File: config.mk
export PLATFORM = sky130hd
export DESIGN_NAME = vga_timing_controller
export DESIGN_NICKNAME = d
export VERILOG_FILES = /design/src/rtl/vga_timing_pkg.sv /design/src/rtl/vga_timing_controller_pixel_tick_gen.sv /design/src/rtl/vga_timing_controller.sv
export SDC_FILE = /design/constraint.sdc
export NUM_CORES = 1
export LEC_CHECK = 0
export CAP_MARGIN = 30
export CELL_PAD_IN_SITES_DETAIL_PLACEMENT = 0
export CELL_PAD_IN_SITES_GLOBAL_PLACEMENT = 1
export CORE_MARGIN = 1.5
export CORE_UTILIZATION = 39
export DETAILED_ROUTE_END_ITERATION = 10
export MAX_ROUTING_LAYER = met4
export PLACE_DENSITY_LB_ADDON = 0.1
export RECOVER_POWER = 50
export SKIP_LAST_GASP = 1
export SYNTH_ARGS = -nofsm -noshare
export SYNTH_HDL_FRONTEND = slang
export SYNTH_SLANG_ARGS = --single-unit
File: constraint.sdc
create_clock -name clk -period 5.9 [get_ports clk]
set_clock_uncertainty 0.1 [all_clocks]
set_input_delay 0.885 -clock clk [delete_from_list [all_inputs] [get_ports clk]]
set_output_delay 0.885 -clock clk [all_outputs]
set_load 0.02 [all_outputs]
File: src/rtl/vga_timing_pkg.sv
// rtl/vga_timing_pkg.sv - default 640x480@60Hz raster timing and window decode helper
package vga_timing_pkg;

    localparam int DEF_CLK_DIV  = 2;
    localparam int DEF_H_SYNC   = 96;
    localparam int DEF_H_BP     = 48;
    localparam int DEF_H_ACTIVE = 640;
    localparam int DEF_H_FP     = 16;
    localparam int DEF_V_SYNC   = 2;
    localparam int DEF_V_BP     = 33;
    localparam int DEF_V_ACTIVE = 480;
    localparam int DEF_V_FP     = 10;

    // Half-open window test on 11-bit values so a 10-bit count never overflows the compare.
    function automatic logic in_window(input logic [10:0] x, input logic [10:0] lo,
                                       input logic [10:0] hi);
        return (x >= lo) && (x < hi);
    endfunction

endpackage

File: src/rtl/vga_timing_controller_pixel_tick_gen.sv
// rtl/vga_timing_controller_pixel_tick_gen.sv - system clock divider producing the registered pixel_tick strobe
module pixel_tick_gen #(
    parameter int CLK_DIV = 2
) (
    input  logic clk,
    input  logic rst_n,
    output logic pixel_tick
);

    localparam int DW = (CLK_DIV > 1) ? $clog2(CLK_DIV) : 1;
    localparam logic [DW-1:0] LAST = DW'(CLK_DIV - 1);

    logic [DW-1:0] div;
    logic [DW-1:0] div_next;

    always_comb begin
        div_next = (div >= LAST) ? '0 : div + DW'(1);
    end

    // Strobe is decoded from the next divider value so it lines up with div==CLK_DIV-1.
    always_ff @(posedge clk or negedge rst_n) begin
        if (!rst_n) begin
            div        <= '0;
            pixel_tick <= 1'b0;
        end else begin
            div        <= div_next;
            pixel_tick <= (div_next == LAST);
        end
    end

endmodule

File: src/rtl/vga_timing_controller.sv
// rtl/vga_timing_controller.sv - VGA raster counters with registered sync, display and frame_start outputs
module vga_timing_controller
    import vga_timing_pkg::*;
#(
    parameter int CLK_DIV  = DEF_CLK_DIV,
    parameter int H_SYNC   = DEF_H_SYNC,
    parameter int H_BP     = DEF_H_BP,
    parameter int H_ACTIVE = DEF_H_ACTIVE,
    parameter int H_FP     = DEF_H_FP,
    parameter int V_SYNC   = DEF_V_SYNC,
    parameter int V_BP     = DEF_V_BP,
    parameter int V_ACTIVE = DEF_V_ACTIVE,
    parameter int V_FP     = DEF_V_FP
) (
    input  logic       clk,
    input  logic       rst_n,
    output logic [9:0] hcount,
    output logic [9:0] vcount,
    output logic       hsync,
    output logic       vsync,
    output logic       display_pixel,
    output logic       pixel_tick,
    output logic       frame_start
);

    localparam logic [10:0] H_TOTAL     = 11'(H_SYNC + H_BP + H_ACTIVE + H_FP);
    localparam logic [10:0] V_TOTAL     = 11'(V_SYNC + V_BP + V_ACTIVE + V_FP);
    localparam logic [10:0] H_VIS_START = 11'(H_SYNC + H_BP);
    localparam logic [10:0] H_VIS_END   = 11'(H_SYNC + H_BP + H_ACTIVE);
    localparam logic [10:0] V_VIS_START = 11'(V_SYNC + V_BP);
    localparam logic [10:0] V_VIS_END   = 11'(V_SYNC + V_BP + V_ACTIVE);
    localparam logic [10:0] H_SYNC_END  = 11'(H_SYNC);
    localparam logic [10:0] V_SYNC_END  = 11'(V_SYNC);

    logic [9:0] h_next;
    logic [9:0] v_next;
    logic       h_last;
    logic       v_last;
    logic       wrap;

    pixel_tick_gen #(.CLK_DIV(CLK_DIV)) u_pixel_tick_gen (
        .clk        (clk),
        .rst_n      (rst_n),
        .pixel_tick (pixel_tick)
    );

    // ">=" rather than "==" folds any unreachable out-of-range count back to 0.
    always_comb begin
        h_last = ({1'b0, hcount} >= H_TOTAL - 11'd1);
        v_last = ({1'b0, vcount} >= V_TOTAL - 11'd1);
        h_next = hcount;
        v_next = vcount;
        wrap   = 1'b0;
        if (pixel_tick) begin
            h_next = h_last ? 10'd0 : hcount + 10'd1;
            if ({1'b0, vcount} > V_TOTAL - 11'd1) begin
                v_next = 10'd0;
            end else if (h_last) begin
                v_next = v_last ? 10'd0 : vcount + 10'd1;
                wrap   = v_last;
            end
        end
    end

    // Outputs decode the next counts so they stay cycle-aligned with hcount/vcount.
    always_ff @(posedge clk or negedge rst_n) begin
        if (!rst_n) begin
            hcount        <= 10'd0;
            vcount        <= 10'd0;
            hsync         <= 1'b0;
            vsync         <= 1'b0;
            display_pixel <= 1'b0;
            frame_start   <= 1'b0;
        end else begin
            hcount        <= h_next;
            vcount        <= v_next;
            hsync         <= ({1'b0, h_next} >= H_SYNC_END);
            vsync         <= ({1'b0, v_next} >= V_SYNC_END);
            display_pixel <= in_window({1'b0, h_next}, H_VIS_START, H_VIS_END) &&
                             in_window({1'b0, v_next}, V_VIS_START, V_VIS_END);
            frame_start   <= wrap;
        end
    end

endmodule

==> results of run 1 <==
==> final timing paths <==
kind                       slack (ps)      start  depth (start not counted)             to
max reg2reg                      2550  hcount[0]                          7  display_pixel
min reg2reg                       470  hcount[1]                          1      hcount[1]
max in group asynchronous        3550      rst_n                          2      hcount[1]
min in group asynchronous        1350      rst_n                          2      hcount[3]
max                              2550  hcount[0]                          7  display_pixel
min                               470  hcount[1]                          1      hcount[1]
==> per-layer routing <==
| metal | up-vias | track usage (%) |
|---|---|---|
| met1 | 648 | 25.8 |
| met5 | - | - |
| met3 | 4 | 3.13 |
| li1 | 654 | - |
| met4 | 0 | 7.55 |
| met2 | 36 | 34.3 |
==> stage by stage <==
stage / instances / util (%) / hold slack [ps]
final: 235 / 50.3 / 474
after global routing: 235 / 50.3 / 489
after CTS: 235 / 50.5 / 476
after detailed placement: 231 / 49.2 / 456
after global placement: 231 / 49.2 / 438
after floorplan: 160 / - / 489
==> cells by family (layout without fill, tap and decap cells) <==
logic type,Yosys count,after routing
DFF,25,25
and+or+nand+nor,76,76
buffers and inverters,9,36
adders and majority gates,3,3
xor gates and xnor gates,11,11
AOI/OAI and AO/OA,33,33
muxes,3,3
==> cell type report <==
| class | count | area [µm²] |
|---|---|---|
| multi-input cells | 126 | 838 |
| flip-flops and latches | 25 | 626 |
| clock buffers | 3 | 41.3 |
| inverters | 5 | 18.8 |
| fillers | 361 | 1830 |
| well taps | 48 | 60.1 |
| clock inverters | 1 | 7.51 |
| repair buffers | 27 | 264 |
==> cells in the mapped netlist (4+ instances only) <==
cell type and n:
a21oi_1 4, and3_1 5, dfrtp_1 25, inv_1 5, nand2_1 14, nand3_1 11
nand4_1 5, nor2_1 19, nor3_1 6, o21ai_0 4, xnor2_1 6, xor2_1 5
==> critical path: cells and delay by family, from the launching register on <==
| kind | cells | cell delay (ps) |
|---|---|---|
| AOI/OAI and AO/OA | 4 | 1560 |
| adders and majority gates | 1 | 280 |
| DFF | 1 | 430 |
| and+or+nand+nor | 2 | 900 |
==> sequential cells by signal, summed over array words and instances, names as in the netlist <==
name / count
u_pixel_tick_gen.pixel_tick: 1
vsync: 1
hcount: 10
hsync: 1
vcount: 10
frame_start: 1
display_pixel: 1
==> power groups by stage <==
stage | combinational (µW) | clock (µW) | sequential [µW]
after floorplan | 0.000372 | 0 | 175
after global placement | 4.64 | 0 | 175
after detailed placement | 4.71 | 0 | 175
after CTS | 4.71 | 108 | 171
after global routing | 4.84 | 114 | 171
final | 3.91 | 103 | 171
==> results.txt, run 1 <==
The final setup TNS came out at 0 ps. The fraction of final layout cells with drive strength greater than 1 came out at 6.95%. Sequential cells were found to cover 41.6% of the synthesized design area. Counting I/O delays and the setup requirement, the final critical path takes 3350 ps. The total global routing track utilization is 20.7%.

For this design the total switching power over the nets is 58.3 µW. Die span in x: 65.1 µm. The power density over cell area is 150 mW/mm².

27 I/O pins were placed. The flow ran to the end, and the final reports show no timing, DRC or antenna violations. Clock-pin slew was measured on the worst setup and hold paths at 90 ps. The area share of the largest cell type after synthesis is 41.6%, and the share of synthesized area spent on multiplexers is 2.08%. Ranked by total cell area, the synthesized netlist is headed by dfrtp_1, nor2_1, nand3_1. After layout, the worst setup slack is 2550 ps. After detailed routing, the number of vias per cell comes to 5.71. The number of distinct library cell variants in the gate-level netlist after synthesis came out at 51.

The synthesis-to-finish area growth was 23.5%. The placed instances occupy a cell area of 0.00181 mm². The biggest fanout along the worst timing path is 11, and the DRC violation count after routing is 0.

For the placeable core area, the log shows 0.00369 mm². Dividing the final minimum period by the clock period gives 56.7%. Net switching is 21.0% of the power.

The number of enable-type register cells in the synthesized netlist was 0. After floorplanning, the core was divided into 22 placement rows. The tools report the count of instances resized after the clock tree is built as 0. The type of the worst setup path was flip-flop to flip-flop.

Setup violations remaining at the end of the flow were counted as 0. For the final wirelength, the log shows 3.78 mm. After routing the design area is 0.00186 mm². The maximum level of the CTS H-tree came out at 1.

The arrival time reported for the critical path endpoint came out at 3440 ps. Based on the critical path, the design can be clocked at up to 0.299 GHz. Leaving out fill and tap cells, the most frequent cells in the layout are dfrtp_1, clkdlybuf4s50_1, nor2_1. Number of max-capacitance violations reported: 0. The chip height was 65.1 µm. Synthesis produced a netlist whose cell count is 160. The count of buffers added on input and output ports is 26.

The largest individual stage delay along the critical path comes from the cell or4_1. Counting the buffers created by CTS gives 3. The run gives 0.863 as the weighted congestion reported at the end of routability-driven placement.

Across the VDD grid, the largest voltage drop is 0.0000760 V. The synthesized netlist devotes 2.50% of its cell area to adder and majority cells. The via count of the first global-routing pass was 1299; the pin count of the biggest net entering global routing was 26.

Number of buffers on the longest clock path: 2. The run gives 3060 ps as the worst setup timing slack at the placement stage. The number of post-CTS setup repair buffers was 0; the detailed-routing iteration count for the pre-antenna-repair pass was 4.

The critical path's most frequent cell is o21ai_0. The combinational family with the most area after synthesis is simple AND/OR/NAND/NOR gates. The remaining antenna violation count after routing was 0. The count of endpoints failing hold in the final timing report came out at 0.

The worst stage delay on the critical path is 670 ps. The clock reaches the later pin of the worst-skew pair after 270 ps. The leakage dissipation came out at 0.000811 µW. The critical path goes through ha_1 -> and4_1 -> o21ai_0 -> o21ai_0 -> or4_1 -> a311o_1 -> a211oi_2. The tightest min-delay check is of the flip-flop to flip-flop type.

In the synthesized netlist the dominant register cell turns out to be dfrtp_1. Post-detailed-route wirelength per cell: 16.1 µm. TritonCTS built the clock tree. The synthesized cell area came out at 0.00150 mm². The total number of vias came out at 1342. The final net count is 193, and the number of sinks handled by clock tree synthesis is 25. The worst setup path is captured at a flip-flop.

Of all cell types, the one taking the most synthesized area is dfrtp_1. In the final routing, the length of wire on met1 measures 1.71 mm. The transition at the pin with the smallest max-transition slack is 1360 ps, and the worst slew slack as a fraction of its limit is 9.07%. The worst setup path is launched from a flip-flop. The synthesized net count is 165, and the mean instance size in the synthesized netlist is 9.39 µm². The repair_antennas step left the layout with diodes totalling 0. The run gives 37.0% as the proportion of power drawn by the clock network.

The total die area was 0.00423 mm². The synthesized netlist devotes 18.6% of its cell area to compound gates. For this run, the number of Yosys warnings is 0. The number of slew-limit violations in the final report is 0, and the initial antenna violation count is 0. CTS placed an instance of clkbuf_8 at the clock tree root. The sequential fraction of design power was 61.6%. The internal portion of the total power is 220 µW. Combinational cell fraction of total power: 1.4%. After synthesis the netlist holds a flip-flop and latch count of 25.

Summing the areas of all xor and xnor instances in the mapped netlist gives 6.41% of the synthesized area. Detailed-routed wire length on met3: 159 µm. In the synthesized netlist the async set-or-reset flop fraction comes to 100%. The routed length on met2 was 1.87 mm; the number of DRC markers after the initial detailed-route iteration was 102. The highest metal layer carrying signal wires in the routed design is met4.

The tools report the number of buffers added to fix hold violations after cts as 0. Once the floorplan was initialized, standard cells occupied 40.7% of the core. Once detailed placement completed, the half-perimeter wirelength came to 2.84 mm. The logs give 278 µW for the total power draw and 6.45 mm for the global-route wire length before repair. The overall overflow remaining after global route was 0.

Data on the critical path is required at its endpoint by 6000 ps. The basic-gate share of the synthesized area counting and, or, nand and nor cells is 26.5%. Setup repair after global routing left no endpoint under its margin.
No activity file was read; power rests on OpenSTA's default activity.
==> inputs of run 2 (changes only) <==
- CORE_UTILIZATION: 39 -> 36
- clock period: 5.9 -> 3 ns (I/O delays scaled with it)
==> results.txt, run 2 (synthesis results as in run 1) <==
The run gives 433 µW (+97%) as the total internal power. The biggest fanout along the worst timing path came out at 6 (-5). The class of the tightest hold or removal check is flip-flop to flip-flop. The fraction of final layout cells with drive strength greater than 1 works out to 7.81% (+0.86 points). Register area: 626 µm² (unchanged). The switching fraction of total power was 20.8% (-0.21 points); the total clock buffers created by CTS was 3 (unchanged). The number of primary I/O pins was 27 (unchanged); the worst hold slack was 483 ps (+8.86 ps). The remaining antenna violation count after routing was 0 (unchanged). The clock latency on the worst-skew pair was 270 ps (about the same).

The total die area came out at 0.00457 mm² (+7.9%). The logs give 198 (+2.6%) for the final net count and 6.35 mm (-1.6%) for the global-route wire length before repair. The via count of the first global-routing pass was 1287 (-0.92%); the critical path depth in cells was 6 (-1).

The largest individual stage delay along the critical path comes from the cell or4_4. The buffer type at the clock tree root was clkbuf_8. The HPWL after detailed placement is 2.80 mm (-1.2%). The final wirelength was 3.72 mm (-1.6%); the post-detailed-route wirelength per cell was 15.4 µm (-4.4%). For the number of buffers added to fix hold violations after cts, the log shows 0 (unchanged).

The post-layout utilization of the core came out at 47.1% (-3.2 points). The commonest non-fill, non-tap cell in the layout was dfrtp_1. The proportion of power drawn by the clock network is 37.0% (about the same), and the count of instances resized after the clock tree is built is 0 (unchanged). The run gives 4 (unchanged) as the detailed-routing iteration count for the pre-antenna-repair pass. In the final layout, the registers with the most flip-flops are hcount: 10 flops, vcount: 10 flops.

The placeable core area was 0.00400 mm² (+8.4%). The non-filler instance count after layout is 242 (+3.0%). The run gives 45 (-56%) as the number of DRC markers after the initial detailed-route iteration. The number of max-capacitance violations reported is 0 (unchanged), and the weighted congestion reported at the end of routability-driven placement is 0.883 (+2.3%). The run gives 2800 ps (-640 ps) as the arrival time reported for the critical path endpoint. TritonCTS built the clock tree. The worst hold path depth was 1 (unchanged). The sequential fraction of design power was 61.6% (about the same); the overall overflow remaining after global route was 0 (unchanged). Count of standard-cell rows: 23 (+4.5%). The number of fill cells in the layout is 391 (+8.3%). Traced cell by cell, the critical path runs through or4_4 -> o31ai_2 -> o21ai_2 -> or4_1 -> a311o_1 -> a211oi_2.

The number of sinks handled by clock tree synthesis came out at 25 (unchanged). The chip height came out at 67.6 µm (+3.9%). Setup repair after global routing left no endpoint under its margin. The flow ran to the end, and the final reports show no timing, DRC or antenna violations. The area growth from synthesis to layout is 25.4%.

The sum of buffers and inverters on the critical path works out to 0 (unchanged). The run gives 0 ps (unchanged) as the final setup TNS. The power density over cell area was 290 mW/mm² (+94%); the worst stage delay on the critical path was 600 ps (-70 ps). The number of buffer cells added on primary ports was 26 (unchanged). The number of antenna repair diodes is 0 (unchanged), and the average vias per placed instance is 5.61 (-1.7%). The tools report the type of element launching the critical path as a flip-flop.

Leaving out fill and tap cells, the most frequent cells in the layout are dfrtp_1, clkdlybuf4s50_1, nor2_1. CTS clock-pin slew for the worst setup and hold paths: 90 ps (about the same). The die span in x is 67.6 µm (+3.9%), and the DRC violation count after routing is 0 (unchanged).

The maximum ir drop on the vdd rail was 0.000173 V (+130%). Transition at the pin with the smallest max-transition slack: 1360 ps (-2.44 ps). The worst setup path is captured at a flip-flop. The final setup violation count is 0 (unchanged). The logs give 0 (unchanged) for the count of endpoints failing hold in the final timing report and 842 µm² (+0.45%) for the multi-input gate area in the final layout.

The run gives 3090 ps (-2910 ps) as the required time of the critical path. The pin count of the biggest net entering global routing is 26 (unchanged). Combinational cell fraction of total power: 1.4% (about the same). The top achievable clock speed is 0.369 GHz (+23%).

The cell family contributing the most delay on the critical path is simple AND/OR/NAND/NOR gates. The total global routing track utilization was 19.0% (-1.7 points). The clock period minus worst slack works out to 2710 ps (-635 ps). The path depth of the worst reg2reg path was 6 (-1). The number of placed instances with taps included is 238 (+3.0%), and the leakage dissipation is 0.000841 µW (+3.7%). The worst slew slack as a fraction of its limit was 9.23% (+0.16 points). For the number of slew-limit violations in the final report, the log shows 0 (unchanged). Number of buffers on the longest clock path: 2 (unchanged).

The initial core utilization was 37.6% (-3.2 points). The run gives 1358 (+1.2%) as the total number of vias. By startpoint and endpoint, the worst setup path is classified as flip-flop to flip-flop. Final worst-path cycle share: 90.4% (+34 points).

The initial antenna violation count came out at 0 (unchanged). For the number of post-CTS setup repair buffers, the log shows 0 (unchanged). The switching power summed over all nets was 113 µW (+95%); the maximum level of the CTS H-tree was 1 (unchanged).
## run 2: cell types whose count changed in the layout (fill, tap and decap cells not counted)
| cell | previous run | this run |
|---|---|---|
| clkbuf_1 | 1 | 5 |
| clkdlybuf4s50_1 | 25 | 21 |
| dlygate4sd3_1 | 1 | 5 |
| buf_4 | 0 | 2 |
| clkinvlp_4 | 1 | 0 |
| o21ai_0 | 6 | 5 |
| o21ai_2 | 0 | 1 |
## run 2: layer usage
metal	up-vias	share of wire, %	global-route usage [%]
li1	664	-	-
met1	644	49	27.4
met2	43	45	27.7
met3	7	4.2	2.17
met4	0	1.3	6.12
met5	-	0	-
## run 2: path summary, 6_finish.rpt
check                      startpoint  slack (ps)            end
setup / recovery            vcount[8]         290  display_pixel
hold / removal              hcount[1]         480      hcount[1]
setup reg to reg            vcount[8]         290  display_pixel
hold reg to reg             hcount[1]         480      hcount[1]
max in group asynchronous       rst_n        1090      hcount[4]
min in group asynchronous       rst_n         920      vcount[6]
## run 2: worst reg2reg max path, stage by stage, from the launching register on
cell      delay, ps
dfrtp_1         440
or4_4           600
o31ai_2         350
o21ai_2          90
or4_1           530
a311o_1         290
a211oi_2        220
## run 2: power groups by stage
stage	logic [µW]	registers [µW]	clock network, µW
final	7.67	337	202
after global routing	9.41	337	226
after CTS	9.19	337	205
after detailed placement	9.11	343	0
after global placement	8.94	343	0
after floorplan	0.000372	343	0
## run 2: area by class of cell
| type | count | area share, % |
|---|---|---|
| clock buffers | 4 | 2.39 |
| inverters | 5 | 0.996 |
| multi-input cells | 126 | 44.7 |
| flip-flops and latches | 25 | 33.2 |
| well taps | 50 | 3.32 |
| repair buffers | 32 | 15.4 |
## run 2: metrics by stage
stage / setup WS, ps / instance area (µm²) / power [µW]
3_3_place_gp: 383 / 1850 / 352
6_report: 288 / 1880 / 546
5_1_grt: 188 / 1880 / 572
2_1_floorplan: 361 / 1500 / 343
3_5_place_dp: 333 / 1850 / 352
4_1_cts: 297 / 1900 / 550
